--- src/rtl/cond_logic_pkg.sv ---
// Shared encodings for the conditional-execution stage: ARM condition codes,
// NZCV bit positions and FlagW field positions.
package cond_logic_pkg;

  localparam logic [3:0] COND_EQ = 4'b0000;
  localparam logic [3:0] COND_NE = 4'b0001;
  localparam logic [3:0] COND_CS = 4'b0010;
  localparam logic [3:0] COND_CC = 4'b0011;
  localparam logic [3:0] COND_MI = 4'b0100;
  localparam logic [3:0] COND_PL = 4'b0101;
  localparam logic [3:0] COND_VS = 4'b0110;
  localparam logic [3:0] COND_VC = 4'b0111;
  localparam logic [3:0] COND_HI = 4'b1000;
  localparam logic [3:0] COND_LS = 4'b1001;
  localparam logic [3:0] COND_GE = 4'b1010;
  localparam logic [3:0] COND_LT = 4'b1011;
  localparam logic [3:0] COND_GT = 4'b1100;
  localparam logic [3:0] COND_LE = 4'b1101;
  localparam logic [3:0] COND_AL = 4'b1110;
  localparam logic [3:0] COND_NV = 4'b1111;

  localparam int FLAG_N = 3;
  localparam int FLAG_Z = 2;
  localparam int FLAG_C = 1;
  localparam int FLAG_V = 0;

  localparam int FW_NZ = 1;
  localparam int FW_CV = 0;

endpackage

--- src/rtl/cond_check.sv ---
// Pure combinational condition evaluator: Cond against {N,Z,C,V}.
// Shared with the multi-cycle and pipelined controllers.
module cond_check
  import cond_logic_pkg::*;
(
  input  logic [3:0] Cond,
  input  logic [3:0] Flags,
  output logic       CondEx,
  output logic       CondUndef
);

  logic n_s, z_s, c_s, v_s, ge_s;

  assign n_s  = Flags[FLAG_N];
  assign z_s  = Flags[FLAG_Z];
  assign c_s  = Flags[FLAG_C];
  assign v_s  = Flags[FLAG_V];
  assign ge_s = (n_s == v_s);

  // Condition decode; the reserved NV encoding never executes
  always_comb begin
    CondEx    = 1'b0;
    CondUndef = 1'b0;
    case (Cond)
      COND_EQ: CondEx = z_s;
      COND_NE: CondEx = ~z_s;
      COND_CS: CondEx = c_s;
      COND_CC: CondEx = ~c_s;
      COND_MI: CondEx = n_s;
      COND_PL: CondEx = ~n_s;
      COND_VS: CondEx = v_s;
      COND_VC: CondEx = ~v_s;
      COND_HI: CondEx = c_s & ~z_s;
      COND_LS: CondEx = ~c_s | z_s;
      COND_GE: CondEx = ge_s;
      COND_LT: CondEx = ~ge_s;
      COND_GT: CondEx = ~z_s & ge_s;
      COND_LE: CondEx = z_s | ~ge_s;
      COND_AL: CondEx = 1'b1;
      COND_NV: begin
        CondEx    = 1'b0;
        CondUndef = 1'b1;
      end
      default: begin
        CondEx    = 1'b0;
        CondUndef = 1'b0;
      end
    endcase
  end

endmodule

--- src/rtl/cond_logic.sv ---
// Conditional-execution stage: stored NZCV flags, condition gating of the
// decoder write requests, and executed/squashed instruction counters.
module cond_logic
  import cond_logic_pkg::*;
#(
  parameter int CNT_W = 32
) (
  input  logic             clk,
  input  logic             reset,
  input  logic             En,
  input  logic [3:0]       Cond,
  input  logic [3:0]       ALUFlags,
  input  logic [1:0]       FlagW,
  input  logic             PCS,
  input  logic             RegW,
  input  logic             MemW,
  input  logic             NoWrite,
  output logic             PCSrc,
  output logic             RegWrite,
  output logic             MemWrite,
  output logic             CondEx,
  output logic [3:0]       Flags,
  output logic             CondUndef,
  output logic [CNT_W-1:0] ExecCnt,
  output logic [CNT_W-1:0] SkipCnt
);

  localparam logic [CNT_W-1:0] CNT_ONE = {{(CNT_W-1){1'b0}}, 1'b1};

  logic [3:0]       flags_r;
  logic [CNT_W-1:0] exec_cnt_r;
  logic [CNT_W-1:0] skip_cnt_r;
  logic             cond_ex_s;
  logic             cond_undef_s;
  logic             upd_s;

  // Evaluated on the stored flags only, so there is no ALUFlags bypass
  cond_check u_cond_check (
    .Cond      (Cond),
    .Flags     (flags_r),
    .CondEx    (cond_ex_s),
    .CondUndef (cond_undef_s)
  );

  assign upd_s = En & cond_ex_s;

  // NZCV register: each half written independently under FlagW
  always_ff @(posedge clk or negedge reset) begin
    if (!reset) begin
      flags_r <= 4'b0000;
    end else if (upd_s) begin
      if (FlagW[FW_NZ]) begin
        flags_r[FLAG_N] <= ALUFlags[FLAG_N];
        flags_r[FLAG_Z] <= ALUFlags[FLAG_Z];
      end
      if (FlagW[FW_CV]) begin
        flags_r[FLAG_C] <= ALUFlags[FLAG_C];
        flags_r[FLAG_V] <= ALUFlags[FLAG_V];
      end
    end
  end

  // Exactly one counter advances per valid instruction; both wrap silently
  always_ff @(posedge clk or negedge reset) begin
    if (!reset) begin
      exec_cnt_r <= {CNT_W{1'b0}};
      skip_cnt_r <= {CNT_W{1'b0}};
    end else if (En) begin
      if (cond_ex_s) begin
        exec_cnt_r <= exec_cnt_r + CNT_ONE;
      end else begin
        skip_cnt_r <= skip_cnt_r + CNT_ONE;
      end
    end
  end

  assign PCSrc     = PCS & cond_ex_s;
  assign RegWrite  = RegW & cond_ex_s & ~NoWrite;
  assign MemWrite  = MemW & cond_ex_s;
  assign CondEx    = cond_ex_s;
  assign CondUndef = cond_undef_s;
  assign Flags     = flags_r;
  assign ExecCnt   = exec_cnt_r;
  assign SkipCnt   = skip_cnt_r;

endmodule

--- config.mk ---
export PLATFORM = sky130hd
export DESIGN_NAME = cond_logic
export DESIGN_NICKNAME = d
export VERILOG_FILES = /design/src/rtl/cond_logic_pkg.sv /design/src/rtl/cond_check.sv /design/src/rtl/cond_logic.sv
export SDC_FILE = /design/constraint.sdc
export NUM_CORES = 1
export LEC_CHECK = 0
export BUFFER_PORTS_ARGS = -buffer_cell sky130_fd_sc_hd__buf_2
export CORE_ASPECT_RATIO = 1.1
export CORE_MARGIN = 3
export CORE_UTILIZATION = 25
export CTS_CLUSTER_DIAMETER = 100
export DETAILED_ROUTE_END_ITERATION = 10
export PLACE_DENSITY_LB_ADDON = 0.08
export SLEW_MARGIN = 0
export SYNTH_ARGS = -nofsm -noshare
export SYNTH_HDL_FRONTEND = slang
export SYNTH_SLANG_ARGS = --single-unit
--- constraint.sdc ---
create_clock -name clk -period 5.01 [get_ports clk]
set_clock_uncertainty 0.05 [all_clocks]
set_input_delay 0.501 -clock clk [delete_from_list [all_inputs] [get_ports clk]]
set_output_delay 0.501 -clock clk [all_outputs]
set_load 0.1 [all_outputs]
==> results.toml, run 1 <==
[route]
ant_nets = 0
via_per_inst = 4.67
wl_per_cell_um = 16.5
num_vias = 2889
drtPass1Iterations = 4
routed_wl_um = 10200
drtIter0Drc = 125
drc = 0

[clock_tree]
clockBufferDepth = 2
path_clk_slew_ns = 0.06
htree_levels = 3
postCtsSetupBuffers = 0
cts_made_buffers = 9
clock-sinks = 68
cts_resized = 0
cts_hold_buf = 0
cts_root_buf = "clkbuf_16"
clk_latency_ns = 0.33
tritoncts = "built"

[place]
dp.cells = 603
postPlaceCellArea_um2 = 4240
io_buffers = 89
place_hpwl_um = 7100
globalplace.congestion = 0.740

[worst_setup_path]
required_ns = 4.46
max_stage_delay_ns = 0.55
worstPathArrival_ns = 2.87
cp_top_family = "simple AND/OR/NAND/NOR gates"
crit_path_top_delay_cell = "mux2i_4"
crit_type = "flop to output pin"
worstSetupEndpointType = "output pin"
start_kind = "flop"
crit_fanout = 17
worst-path-buf-inv = 1
cp_common_cell = "nand3b_1"
crit_chain = "nand3b_1 -> o2bb2ai_2 -> mux2i_4 -> nand3b_1 -> and3_1 -> buf_2"

[logic_synthesis]
ys_async_sr_fraction = 1.00
syn_area_um2 = 3610
synthSimpleGateAreaFrac = 0.298
synth_fp_nets = 360
synth_cell_types = 40
synth_edf_count = 0
syn_inst = 341
synth_mux_area_frac = 0.0305
synthAdderAreaFrac = 0.00693
synthXorXnorAreaFrac = 0.155
synth_top_family_by_area = "simple AND/OR/NAND/NOR gates"
synth-seq-cells = 68
synth_ff_type = "dfrtp_1"
ys_warn_count = 0
synth_compound_area_frac = 0.0125
synth_area_per_cell_um2 = 10.6
synth-seq-area-share = 0.472

[sta]
worst_slew_pin_slew_ns = 0.783
worst_slew_margin_rel = 0.478
hold_viol = 0
setup_viol = 0
clock.fmax_ghz = 0.293
timing.final.crit_period_ns = 3.42
setup_tns_ns = 0
maxSlewViolCount = 0
finalCritPeriodShare = 0.682
rsz0062_at_grt = "false"
worst_hold_slack_ns = 0.192

[floorplanning]
die_h_um = 132
pin_count = 90
die_w_um = 121
initial_utilization = 0.258
core_um2 = 14000
fp.dieArea_um2 = 15900
rows = 45

[run_status]
status = "completed"

[run]
maxCapViolCount = 0

[pwr]
cellPowerDensity_nw_per_um2 = 514
power_uw = 2320
power_leakage_uw = 0.00228
irDropWorstVdd_mv = 0.492

[cells_and_area]
fin_cells = 618
syn_to_final_growth_pct = 25.0
layout-drive-gt1-share = 0.295
antenna_cells = 0
finalInstanceArea_um2 = 4510
nets = 445

[global_routing]
grt_util_all_layers = 0.135
grt_pass1_wl_um = 16800
antenna_found_initial = 0
overflow = 0
grt_max_degree = 38
first_global_vias = 3031

[worst_hold_path]
hold_class = "primary input to asynchronous set/reset pin"
[flip-flops by register name, indices dropped and copies added (netlist names)]
name     flops
ExecCnt     32
SkipCnt     32
Flags        4
[worst register-to-register path: stages (launching register included)]
cell and delay, ns:
dfrtp_1 0.46, nand3b_1 0.21, o2bb2ai_2 0.21, mux2i_4 0.55, and3b_1 0.29, buf_4 0.26
nor2_1 0.25, mux2_2 0.36
[metrics by stage]
step	util	worst slack, ns
2_1_floorplan	-	0.527
3_3_place_gp	0.304	1.86
3_5_place_dp	0.304	1.79
4_1_cts	0.323	1.52
5_1_grt	0.323	1.39
6_report	0.323	1.59
[layout make-up]
class / instances / area [µm²]
sequential: 68 / 1700
tap: 188 / 235
clock buffer: 13 / 260
inverter: 2 / 7.51
timing repair buffer: 92 / 468
fill: 1517 / 9450
clock inverter: 2 / 10.0
multi-input combinational: 253 / 1830
[synth_stat cells (all sizes together), types with 2 or more instances]
cell    instances  share of area
a21oi           3         0.0042
and3           17          0.029
and3b           2         0.0049
and4            7          0.017
buf             7          0.011
clkbuf         11          0.011
dfrtp          68           0.47
ha              2         0.0069
inv             2         0.0021
mux2            6          0.019
mux2i           3          0.012
nand2          21          0.022
nand3          29          0.040
nand3b          5          0.010
nand4          17          0.031
nor2           13          0.014
nor2b           2         0.0035
nor3           17          0.024
nor3b           4         0.0083
nor4           23          0.058
nor4b           5          0.014
nor4bb          3         0.0083
or2             2         0.0035
xnor2          13          0.032
xor2           51           0.12
[power breakdown]
| part | leakage [µW] | switching (µW) | internal [µW] |
|---|---|---|---|
| sequential | 0.000906 | 96.0 | 624 |
| clock | 0.000135 | 235 | 358 |
| combinational | 0.00124 | 830 | 178 |
| total | 0.00228 | 1160 | 1160 |
[placed cells by master (no fill, tap or decap), types with 3 or more instances in the layout]
master	count
nor3_1	17
nand3b_1	5
nand4_1	16
buf_2	89
and3_1	17
xor2_1	51
nand3_1	29
nor2_1	13
nor3b_1	4
nor4_1	14
xnor2_1	13
nor4b_1	3
mux2_2	6
nand2_1	21
and4_1	7
nor4bb_1	3
dfrtp_1	68
buf_4	3
clkbuf_16	9
nor4_2	8
[routing by layer]
layer	vias up	wire [µm]	global-route usage
li1	1407	-	-
met1	1409	4520	0.167
met2	62	5000	0.222
met3	11	508	0.0408
met4	0	142	0.0472
met5	-	0	0
[final timing paths]
path                                              start                       to  slack (ns)  depth (start not counted)
max in group asynchronous                         reset  SkipCnt[26]$_DFFE_PN0P_        3.71                          2
worst max register to register     Flags[2]$_DFFE_PN0P_     Flags[0]$_DFFE_PN0P_        2.26                          7
worst min register to register  ExecCnt[31]$_DFFE_PN0P_  ExecCnt[31]$_DFFE_PN0P_        0.41                          1
min in group clk                            ALUFlags[0]     Flags[0]$_DFFE_PN0P_        0.35                          2
worst min-delay path                              reset     Flags[1]$_DFFE_PN0P_        0.19                          1
worst max-delay path               Flags[2]$_DFFE_PN0P_                 MemWrite        1.59                          6
[cell families (layout without fill, tap and decap cells)]
kind of cell,Yosys count,in the layout
DFF,68,68
xor gates and xnor gates,64,64
AOI/OAI and AO/OA,6,6
and+or+nand+nor,172,172
muxes,9,9
adders and majority gates,2,2
buffers and inverters,20,109
Power figures use the tool's default switching activity.
==> run 2: changes to the inputs <==
--- a/config.mk
+++ b/config.mk
@@ -5,6 +5,7 @@
 export SDC_FILE = /design/constraint.sdc
 export NUM_CORES = 1
 export LEC_CHECK = 0
+export ABC_AREA = 1
 export BUFFER_PORTS_ARGS = -buffer_cell sky130_fd_sc_hd__buf_2
 export CORE_ASPECT_RATIO = 1.1
 export CORE_MARGIN = 3
==> constraint.sdc (replaced) <==
create_clock -name clk -period 3.4 [get_ports clk]
set_clock_uncertainty 0.05 [all_clocks]
set_input_delay 0.34 -clock clk [delete_from_list [all_inputs] [get_ports clk]]
set_output_delay 0.34 -clock clk [all_outputs]
set_load 0.1 [all_outputs]
==> run 2 against run 1 <==
Clock power is 64% higher. Largest cell class unchanged. Cell count is 61% higher. Critical path depth is 6 higher. Critical endpoint unchanged. Sequential power is 49% higher. Routed wire length is 42% higher. Die area is 25% higher. Combinational power is 53% higher.
==> results.toml, run 2 <==
[logic_synthesis]
synth_top_family_by_area = "simple AND/OR/NAND/NOR gates"
synthSimpleGateAreaFrac = 0.423
synth_fp_nets = 686
synth_top_area_frac = 0.372
synthXorXnorAreaFrac = 0.111
ys_async_sr_fraction = 1.00
synth_compound_area_frac = 0.0167
synthAdderAreaFrac = 0.00548
synth_mux_area_frac = 0
synth_cell_types = 30
ys_top_cells_by_count = "nand2_1 (278), nor2_1 (74), dfrtp_1 (68), inv_1 (49), nand3_1 (43)"
yosys.area.top_type = "dfrtp_1"
synth_edf_count = 0
synth-seq-area-share = 0.372
syn_area_um2 = 4570
synth-seq-cells = 68
synth_area_leaders = "dfrtp_1 (37%), nand2_1 (23%), xor2_1 (6.7%)"
synth_ff_type = "dfrtp_1"
ys_warn_count = 0
syn_inst = 667
yosysMostFrequentCell = "nand2_1"
synth_area_per_cell_um2 = 6.85

[cells_and_area]
syn_to_final_growth_pct = 20.5
fin_cells = 994
antenna_cells = 0
nFillCells = 1994
layout-drive-gt1-share = 0.160
final_cell_mix = "nand2_1 (278), buf_2 (88), nor2_1 (72)"
nets = 771
final_common_cell = "nand2_1"
finalInstanceArea_um2 = 5510

[place]
globalplace.congestion = 0.838
dp_slack_ns = 0.965
dp.cells = 979
postPlaceCellArea_um2 = 5200
place_hpwl_um = 10900
io_buffers = 89

[floorplanning]
rows = 51
core_um2 = 17800
fp.dieArea_um2 = 19900
pin_count = 90
initial_utilization = 0.257
die_w_um = 135
die_h_um = 148

[pwr]
cellPowerDensity_nw_per_um2 = 652
irDropWorstVdd_mv = 0.463
power_leakage_uw = 0.00284

[worst_setup_path]
worst-path-buf-inv = 3
crit_path_top_delay_cell = "buf_2"
crit_chain = "inv_1 -> nand2_1 -> nand2_1 -> nand2_1 -> nand2_1 -> nand3_1 -> nand2_1 -> inv_2 -> nand2_4 -> nand2_4 -> nor2_1 -> buf_2"
reg2reg_slack_ns = 1.13
r2r-start = "Flags[0]$_DFFE_PN0P_"
worstSetupEndpointType = "output pin"
required_ns = 3.01
rr_worst_depth = 13
crit_fanout = 30
max_stage_delay_ns = 0.44
reg2reg_to = "ExecCnt[17]$_DFFE_PN0P_"
worstPathArrival_ns = 2.39
cp_top_family = "simple AND/OR/NAND/NOR gates"
start_kind = "flop"
cp_common_cell = "nand2_1"
crit_type = "flop to output pin"

[clock_tree]
cts_made_buffers = 9
cts_root_buf = "clkbuf_16"
cts_hold_buf = 0
htree_levels = 3
clk_latency_ns = 0.34
tritoncts = "built"
clockBufferDepth = 2
postCtsSetupBuffers = 0
clock-sinks = 68
path_clk_slew_ns = 0.06
cts_resized = 0

[sta]
finalWorstSetupSlack_ns = 0.617
worst_slew_margin_rel = 0.393
worst_slew_pin_slew_ns = 0.910
timing.final.crit_period_ns = 2.78
rsz0062_at_grt = "false"
worst_hold_slack_ns = 0.0807
maxSlewViolCount = 0
setup_viol = 0
hold_viol = 0
finalCritPeriodShare = 0.818
clock.fmax_ghz = 0.359

[global_routing]
grt_pass1_wl_um = 24000
grt_util_all_layers = 0.152
grt_max_degree = 69
first_global_vias = 4548
antenna_found_initial = 0
overflow = 0

[route]
drc = 0
via_per_inst = 4.43
ant_nets = 0
drtPass1Iterations = 4
wl_per_cell_um = 14.5
drtIter0Drc = 230
routed_wl_um = 14400
num_vias = 4407

[worst_hold_path]
hold_class = "primary input to asynchronous set/reset pin"

[run]
maxCapViolCount = 0

[run_status]
status = "completed"
==> run 2: cell types whose count changed in the layout (fill, tap and decap cells not counted), moves of 10 or more <==
cell,delta
xor2_1,-16
and3_1,-17
xnor2_1,+10
nand3_1,+14
nor2_1,+59
inv_1,+47
nor4_1,-14
nor3_1,+17
nand2_1,+257
==> run 2: worst max-delay path by stage <==
stage / from / cells past startpoint / slack [ns] / end
2_1_floorplan: Flags[0]$_DFFE_PN0P_ / 12 / -0.23 / MemWrite
3_3_place_gp: Flags[0]$_DFFE_PN0P_ / 12 / 0.93 / MemWrite
3_5_place_dp: Flags[0]$_DFFE_PN0P_ / 12 / 0.97 / MemWrite
4_1_cts: Flags[0]$_DFFE_PN0P_ / 12 / 0.59 / MemWrite
5_1_grt: Flags[0]$_DFFE_PN0P_ / 12 / 0.43 / PCSrc
6_report: Flags[0]$_DFFE_PN0P_ / 12 / 0.62 / MemWrite
==> run 2: worst register-to-register path, cell delays in order, from the launching register on <==
cell,delay (ns)
dfrtp_1,0.41
inv_1,0.15
nand2_1,0.07
nand2_1,0.12
nand2_1,0.08
nand2_1,0.07
nand3_1,0.06
nand2_1,0.11
inv_2,0.05
nand2_4,0.09
nand3_4,0.36
inv_4,0.41
nand2_1,0.10
nand2_1,0.08
==> run 2: stage by stage <==
step	TNS, ns	power (µW)	utilization
floorplan	-0.504	2390	-
global placement	0	2650	0.292
detailed placement	0	2650	0.292
CTS	0	3650	0.309
global route	0	3800	0.309
finish	0	3590	0.309
==> run 2: logic make-up after synthesis <==
| group | after synthesis |
|---|---|
| adder cells (fa/ha/maj) | 2 |
| AO/OA/AOI/OAI | 13 |
| AND/OR/NAND/NOR | 458 |
| flip-flops | 68 |
| buffers and inverters | 68 |
| XOR/XNOR | 58 |
==> run 2: cell type report <==
class	count	area, µm²	area share
Clock inverter	1	30.0	0.00545
Multi-Input combinational cell	531	2550	0.463
Sequential cell	68	1700	0.309
Tap cell	238	298	0.0541
Inverter	52	198	0.0359
Clock buffer	14	274	0.0498
Timing Repair Buffer	90	455	0.0827
==> run 2: report_power, final <==
group	switching (µW)	total (µW)	internal [µW]	leakage [µW]
Sequential	157	1070	908	0.000931
Clock	348	973	625	0.000149
Combinational	1300	1550	254	0.00176
Total	1800	3590	1790	0.00284
==> run 2: per-layer routing <==
layer / part of all wire / track usage / wire, µm / vias to the layer above
li1: - / - / - / 2265
met1: 0.43 / 0.187 / 6200 / 2029
met2: 0.51 / 0.265 / 7350 / 93
met3: 0.037 / 0.0265 / 538 / 20
met4: 0.022 / 0.0570 / 311 / 0
met5: 0 / 0 / 0 / -
